===== src/rtl/load_return_unit.sv =====
// Load return unit: issues a word-aligned read, waits for the memory acknowledge,
// then extracts and sign/zero-extends the addressed big-endian byte or halfword.
module load_return_unit #(
  parameter int unsigned TIMEOUT = 16,
  parameter int unsigned CNT_W   = 5
) (
  input  logic        clk,
  input  logic        reset,
  input  logic        start,
  input  logic [31:0] addr,
  input  logic [2:0]  load_type,
  output logic        mem_req,
  output logic [31:0] mem_addr,
  input  logic        mem_ack,
  input  logic [31:0] mem_rdata,
  output logic        busy,
  output logic        valid,
  output logic [31:0] o,
  output logic        addr_err,
  output logic        tmo_err
);

  typedef enum logic [1:0] {StIdle, StReq, StDone} state_e;

  localparam logic [CNT_W-1:0] CntLast = CNT_W'(TIMEOUT - 1);

  state_e           state;
  logic [1:0]       off_q;
  logic [2:0]       type_q;
  logic [CNT_W-1:0] cnt;
  logic             legal;
  logic [15:0]      sel_half;
  logic [7:0]       sel_byte;
  logic [31:0]      ext;

  always_comb begin
    legal = 1'b0;
    unique case (load_type)
      3'd0:       legal = (addr[1:0] == 2'b00);
      3'd1, 3'd2: legal = ~addr[0];
      3'd3, 3'd4: legal = 1'b1;
      default:    legal = 1'b0;
    endcase
  end

  // Big-endian lanes: offset 0 is the most significant byte of the word.
  always_comb begin
    sel_half = off_q[1] ? mem_rdata[15:0] : mem_rdata[31:16];
    sel_byte = 8'h00;
    unique case (off_q)
      2'd0: sel_byte = mem_rdata[31:24];
      2'd1: sel_byte = mem_rdata[23:16];
      2'd2: sel_byte = mem_rdata[15:8];
      2'd3: sel_byte = mem_rdata[7:0];
      default: sel_byte = 8'h00;
    endcase
    ext = mem_rdata;
    unique case (type_q)
      3'd1:    ext = {{16{sel_half[15]}}, sel_half};
      3'd2:    ext = {16'h0000, sel_half};
      3'd3:    ext = {{24{sel_byte[7]}}, sel_byte};
      3'd4:    ext = {24'h000000, sel_byte};
      default: ext = mem_rdata;
    endcase
  end

  always_ff @(posedge clk or posedge reset) begin
    if (reset) begin
      state    <= StIdle;
      off_q    <= 2'b00;
      type_q   <= 3'd0;
      cnt      <= '0;
      mem_req  <= 1'b0;
      mem_addr <= 32'h0;
      busy     <= 1'b0;
      valid    <= 1'b0;
      o        <= 32'h0;
      addr_err <= 1'b0;
      tmo_err  <= 1'b0;
    end else begin
      valid    <= 1'b0;
      addr_err <= 1'b0;
      tmo_err  <= 1'b0;
      unique case (state)
        StIdle: begin
          if (start) begin
            if (legal) begin
              off_q    <= addr[1:0];
              type_q   <= load_type;
              mem_addr <= {addr[31:2], 2'b00};
              mem_req  <= 1'b1;
              busy     <= 1'b1;
              cnt      <= '0;
              state    <= StReq;
            end else begin
              addr_err <= 1'b1;
            end
          end
        end
        StReq: begin
          // An acknowledge in the final allowed cycle still wins over the timeout.
          if (mem_ack) begin
            o       <= ext;
            mem_req <= 1'b0;
            valid   <= 1'b1;
            state   <= StDone;
          end else if (cnt == CntLast) begin
            mem_req <= 1'b0;
            tmo_err <= 1'b1;
            busy    <= 1'b0;
            state   <= StIdle;
          end else begin
            cnt <= cnt + 1'b1;
          end
        end
        StDone: begin
          busy  <= 1'b0;
          state <= StIdle;
        end
        default: state <= StIdle;
      endcase
    end
  end

endmodule


===== config.mk =====
export PLATFORM = sky130hd
export DESIGN_NAME = load_return_unit
export DESIGN_NICKNAME = d
export VERILOG_FILES = /design/src/rtl/load_return_unit.sv
export SDC_FILE = /design/constraint.sdc
export NUM_CORES = 1
export LEC_CHECK = 0
export ABC_CLOCK_PERIOD_IN_PS = 6600
export CORE_MARGIN = 4
export CORE_UTILIZATION = 50
export CTS_CLUSTER_DIAMETER = 120
export DETAILED_ROUTE_END_ITERATION = 16
export GPL_ROUTABILITY_DRIVEN = 0
export PLACE_DENSITY = 0.9
export SYNTH_ARGS = -nofsm -noshare
export SYNTH_HDL_FRONTEND = slang
export SYNTH_SLANG_ARGS = --single-unit
export TNS_END_PERCENT = 10

===== constraint.sdc =====
create_clock -name clk -period 6.6 [get_ports clk]
set_input_delay 0.99 -clock clk [delete_from_list [all_inputs] [get_ports clk]]
set_output_delay 0.99 -clock clk [all_outputs]
set_load 0.005 [all_outputs]

# After elaboration in Yosys (flattened, before gate mapping)
# Cells that the tools add are included.
[totals] regBits=79 in_bits=71 output_inout_bits=69
[classes] addsub=1 n_eq_ne=20 muxes=29 bitwise_logic=1 reduce_logical=14
[op_table] op="32-bit case mux with 4 select lines" n=1
[op_table] op="8-bit case mux with 4 select lines" n=1
[op_table] op="5-bit two-way mux" n=4
[op_table] op="16-bit two-way mux" n=1
[op_table] op="1-bit two-way mux" n=13
[op_table] op="3-bit by 2-bit == test with 1-bit output (second input constant)" n=4
[op_table] op="2-bit != test (second input constant)" n=5
[op_table] op="5-bit case mux with 2 select lines" n=1
[op_table] op="5-bit AND reduction" n=2
[op_table] op="2-bit two-way mux" n=4
[op_table] op="2-bit == test (second input constant)" n=3
[op_table] op="3-bit by 1-bit == test with 1-bit output (second input constant)" n=2
[op_table] op="3-bit == test (second input constant)" n=2
[op_table] op="2-bit zero test" n=3
[op_table] op="1-bit case mux with 3 select lines" n=2
[op_table] op="3-bit AND reduction" n=2
[op_table] op="5-bit by 1-bit adder with 5-bit output (second input constant)" n=1
[op_table] op="5-bit by 4-bit == test with 1-bit output (second input constant)" n=1
[op_table] op="2-bit by 1-bit == test with 1-bit output (second input constant)" n=2
[op_table] op="2-bit case mux with 2 select lines" n=1
[op_table] op="4-bit AND reduction" n=1
[op_table] op="2-bit OR reduction" n=2
[op_table] op="3-bit zero test" n=1
[op_table] op="3-bit != test (second input constant)" n=1
[op_table] op="5 further kinds" n=5

# Logic depth before layout (Yosys ltp)
[depth] word_depth=6 mapped_depth=9 ltp_nobuf=8

# Least setup slack after synthesis
# Ideal clock, no wire load.
[synth_path] kind="input-to-reg" from="input port load_type[2]" to="register mem_addr[10]" setup_ps=125 arrival_time_ps=2073 t_required_ps=6475 setup_slack_ps=4402 stages=4 cell_sequence="o31a_2 > nand4_4 > buf_2 > mux2_2"
[synth_between] elab_chain_len=4 word_cells_on_any_way=9 cone_classes="4 x eq/ne; 1 x mux; 4 x reduce/logical"
[synth_lines] item="start, declared" line="11" source="input logic [2:0] load_type,"
[synth_lines] item="3-bit by 2-bit == test with 1-bit output, or another cell as far along" line="38" source="unique case (load_type)"
[synth_lines] item="2-bit OR reduction" line="38"
[synth_lines] item="1-bit case mux with 3 select lines *" line="38"
[synth_lines] item="3-bit AND reduction (no source line) *"
[synth_lines] item="end signal, assigned" line="90" source="mem_addr <= {addr[31:2], 2'b00};"
[synth_lines] item="end, declared" line="13" source="output logic [31:0] mem_addr,"
# Every way passes the cells marked *; elsewhere a longest branch is shown, timed or not.
# A chain may end at the register's enable or synchronous reset.

# Worst setup path after layout
[layout_path] from="register off_q[1]" to="register o[16]"
[layout_between] elab_chain_len=3 word_cells_on_any_way=7 cone_classes="3 x eq/ne; 3 x mux; 1 x reduce/logical"
[layout_lines] item="start, declared" line="28" source="logic [1:0] off_q;"
[layout_lines] item="start signal, assigned" line="88" source="off_q <= addr[1:0];"
[layout_lines] item="2-bit == test, or another cell as far along" line="50" source="unique case (off_q)"
[layout_lines] item="8-bit case mux with 4 select lines" line="50"
[layout_lines] item="32-bit case mux with 4 select lines *" line="58" source="unique case (type_q)"
[layout_lines] item="end signal, assigned" line="103" source="o <= ext;"
[layout_lines] item="end, declared" line="18" source="output logic [31:0] o,"
# Marks and branches as above.

==> impl_metrics.py <==
metrics = {
    "status": {
        "status": "finished clean",
    },
    "floorplanning": {
        "rows": 32,
        "ios": 140,
        "die-area_um2": 9803,
        "die_h_um": 99.01,
        "initial_core_util_pct": 52.51,
        "die_x_um": 99.01,
        "core_um2": 7888,
    },
    "worst_setup_path": {
        "arrival_ps": 2930,
        "crit_fanout": 28,
        "critPathKind": "flop to flop",
        "crit_buf_inv": 0,
        "regToRegEndpoint": "o[16]",
        "startpoint_type": "flop",
        "r2r_setup_slack_ps": 3870,
        "rr_startpoint": "off_q[1]",
        "critPathTopFamily": "flip-flops",
        "reg2reg_depth": 5,
        "cp-end-kind": "flop",
        "crit_chain": "mux2i_2 > mux2i_4 > o21ai_1 > and2_1 > a21oi_1",
        "critPathMaxStageDelay_ps": 1070,
        "crit_slowest_cell": "dfrtp_1",
        "required_ps": 6800,
    },
    "yosys": {
        "synth_edf_count": 0,
        "synth_largest_type_area_fraction_pct": 47.73,
        "synth_area_um2": 4141,
        "synth_common_cells": "dfrtp_1 (79), nor2_1 (51), a21oi_1 (39), mux2_2 (39), nand2_1 (38)",
        "synth.most_common_cell": "dfrtp_1",
        "synth_cell_types": 57,
        "yosysSeqAreaShare_pct": 47.73,
        "yosys_register_bits": 79,
        "syn_inst": 403,
        "synth_area_leader_cell": "dfrtp_1",
        "synthTopCellsByArea": "dfrtp_1 (48%), mux2_2 (11%), a21oi_1 (4.7%)",
        "synth_top_flop_cell": "dfrtp_1",
        "postSynthAreaPerCell_um2": 10.28,
        "ys_warn_count": 0,
        "synth-async-reset-ratio_pct": 100.0,
    },
    "routing": {
        "wl_um": 11210,
        "drtAntennaViolNets": 0,
        "via_count": 3583,
        "drtIter0Drc": 214,
        "drc": 0,
        "first_pass_iters": 4,
        "avgViaCountPerCell": 5.660,
        "avgRoutedWirePerCell_um": 17.70,
    },
    "cts": {
        "clock_tree.buffer_depth": 2,
        "cts_setup_buffers": 0,
        "cts_max_level": 3,
        "clk_latency_ps": 350,
        "cts_tree": "yes",
        "cts_buffers": 9,
        "ctsRootBufferMaster": "clkbuf_8",
        "cts_resized": 0,
        "numClockSinks": 79,
        "clk_pin_slew_worst_paths_ps": 80,
        "cts_hold_repair.buffers": 0,
    },
    "min_path": {
        "holdPathStages": 2,
        "holdPathEnd": "o[6]",
        "min-delay-start": "o[6]",
        "hold_path_class": "flop to flop",
    },
    "sta": {
        "holdWs_ps": 486.4,
        "maxClockFrequency_mhz": 365.9,
        "skew_ps": 15.80,
        "rsz0062_at_grt": "false",
        "min_period_ps": 2733,
        "hold_viol": 0,
        "min_period_over_period_pct": 41.41,
        "slew_headroom_pct": 26.91,
        "final_max_slew_viol_count": 0,
        "setup_tns_ps": 0,
        "finalSetupViolCount": 0,
        "worst_pin_slew_ps": 1096,
        "worst_slack_ps": 3867,
    },
    "grt": {
        "grt_pass1_vias": 3581,
        "grt_antenna_before_repair": 0,
        "grt_pass1_wl_um": 17950,
        "overflow": 0,
        "grt_max_degree": 80,
        "grt_usage_pct": 22.88,
    },
    "placed_design": {
        "dp.cells": 618,
        "dp_hpwl_um": 8174,
        "port_buffers": 137,
        "dpl_worst_slack_ps": 3570,
    },
    "power": {
        "p_leak_uw": 0.002388,
        "power_uw": 2643,
        "power_density_nw_per_um2": 463.8,
        "vdd_ir_drop_max_v": 0.0003013,
    },
    "layout": {
        "diodes": 0,
        "num-fill-cells": 558,
        "ff_latch_area_um2": 1977,
        "finalNonFillerCells": 633,
        "nets": 603,
        "multiInputGateArea_um2": 1959,
        "area_growth_pct": 37.61,
        "drive_above_1_share_pct": 14.12,
    },
    "job": {
        "maxCapViolCount": 0,
    },
}
==> how the worst max path moves through the flow <==
| stage | cells past startpoint | end | startpoint | slack [ps] |
|---|---|---|---|---|
| floorplan | 1 | addr_err | reset | 3590 |
| global placement | 5 | mem_addr[16] | load_type[0] | 3680 |
| detailed placement | 5 | mem_addr[30] | load_type[0] | 3570 |
| CTS | 5 | o[28] | off_q[1] | 3890 |
| global route | 5 | o[16] | off_q[1] | 3730 |
| finish | 5 | o[16] | off_q[1] | 3870 |
==> cell type report <==
cell class	count	area share [%]
Timing Repair Buffer	140	24.46
Clock inverter	5	1.010
Clock buffer	10	2.415
Sequential cell	79	34.69
Inverter	12	0.8123
Multi-Input combinational cell	285	34.38
Tap cell	102	2.239
==> cells in the final DEF (no fill, tap or decap), drive strengths merged, types with 3 or more instances in the layout <==
cell	count
a211o	4
a211oi	3
a21o	6
a21oi	42
a2bb2oi	4
a31oi	5
and3	3
buf	3
clkbuf	10
clkdlybuf4s50	137
clkinv	4
dfrtp	79
ha	5
inv	12
maj3	5
mux2	39
mux2i	10
nand2	38
nand2b	4
nand3	7
nor2	51
o21a	5
o21ai	18
o221ai	5
==> power breakdown <==
| part | internal, µW | leakage, µW | total [µW] | switching [µW] |
|---|---|---|---|---|
| registers | 717 | 0.000931 | 937 | 219 |
| clock network | 184 | 0.000103 | 359 | 176 |
| logic | 762 | 0.00136 | 1350 | 585 |
| total | 1660 | 0.00239 | 2640 | 980 |
==> metrics by stage <==
| stage | cell area, µm² | utilization (%) |
|---|---|---|
| 6_report | 5699 | 72.26 |
| 2_1_floorplan | 4145 | - |
| 3_5_place_dp | 5504 | 69.78 |
| 5_1_grt | 5699 | 72.26 |
| 4_1_cts | 5699 | 72.26 |
| 3_3_place_gp | 5504 | 69.78 |
==> metal layers <==
layer | global-route usage [%] | up-vias | part of all wire, %
met2 | 39.05 | 145 | 53
met3 | 4.742 | 19 | 5.6
met4 | 8.088 | 0 | 1.9
li1 | - | 1674 | -
met5 | 0 | - | 0
met1 | 28.76 | 1745 | 39
==> sequential cells by signal, indices dropped and copies added, names as in the netlist, 2 cells and up <==
name / count
cnt: 5
mem_addr: 30
o: 32
off_q: 2
state: 2
type_q: 3
==> tightest hold or removal path, stage by stage (launching register included) <==
cell,delay (ps)
dfrtp_1,340
nand2_1,50
o21ai_0,60
==> kinds of logic (layout without fill, tap and decap cells) <==
logic type               count (synthesis)  after routing  synth area share [%]
flip-flops                              79             79                 47.73
buffers and inverters                   40            167                 5.045
multiplexers                            51             51                 14.50
other                                    1              2               0.09055
AND/OR/NAND/NOR                        113            113                 12.39
AO/OA/AOI/OAI                          108            108                 17.31
adder cells (fa/ha/maj)                 10             10                 2.719
XOR/XNOR                                 1              1                0.2115
Note: power is estimated with default switching activity, not from simulation.
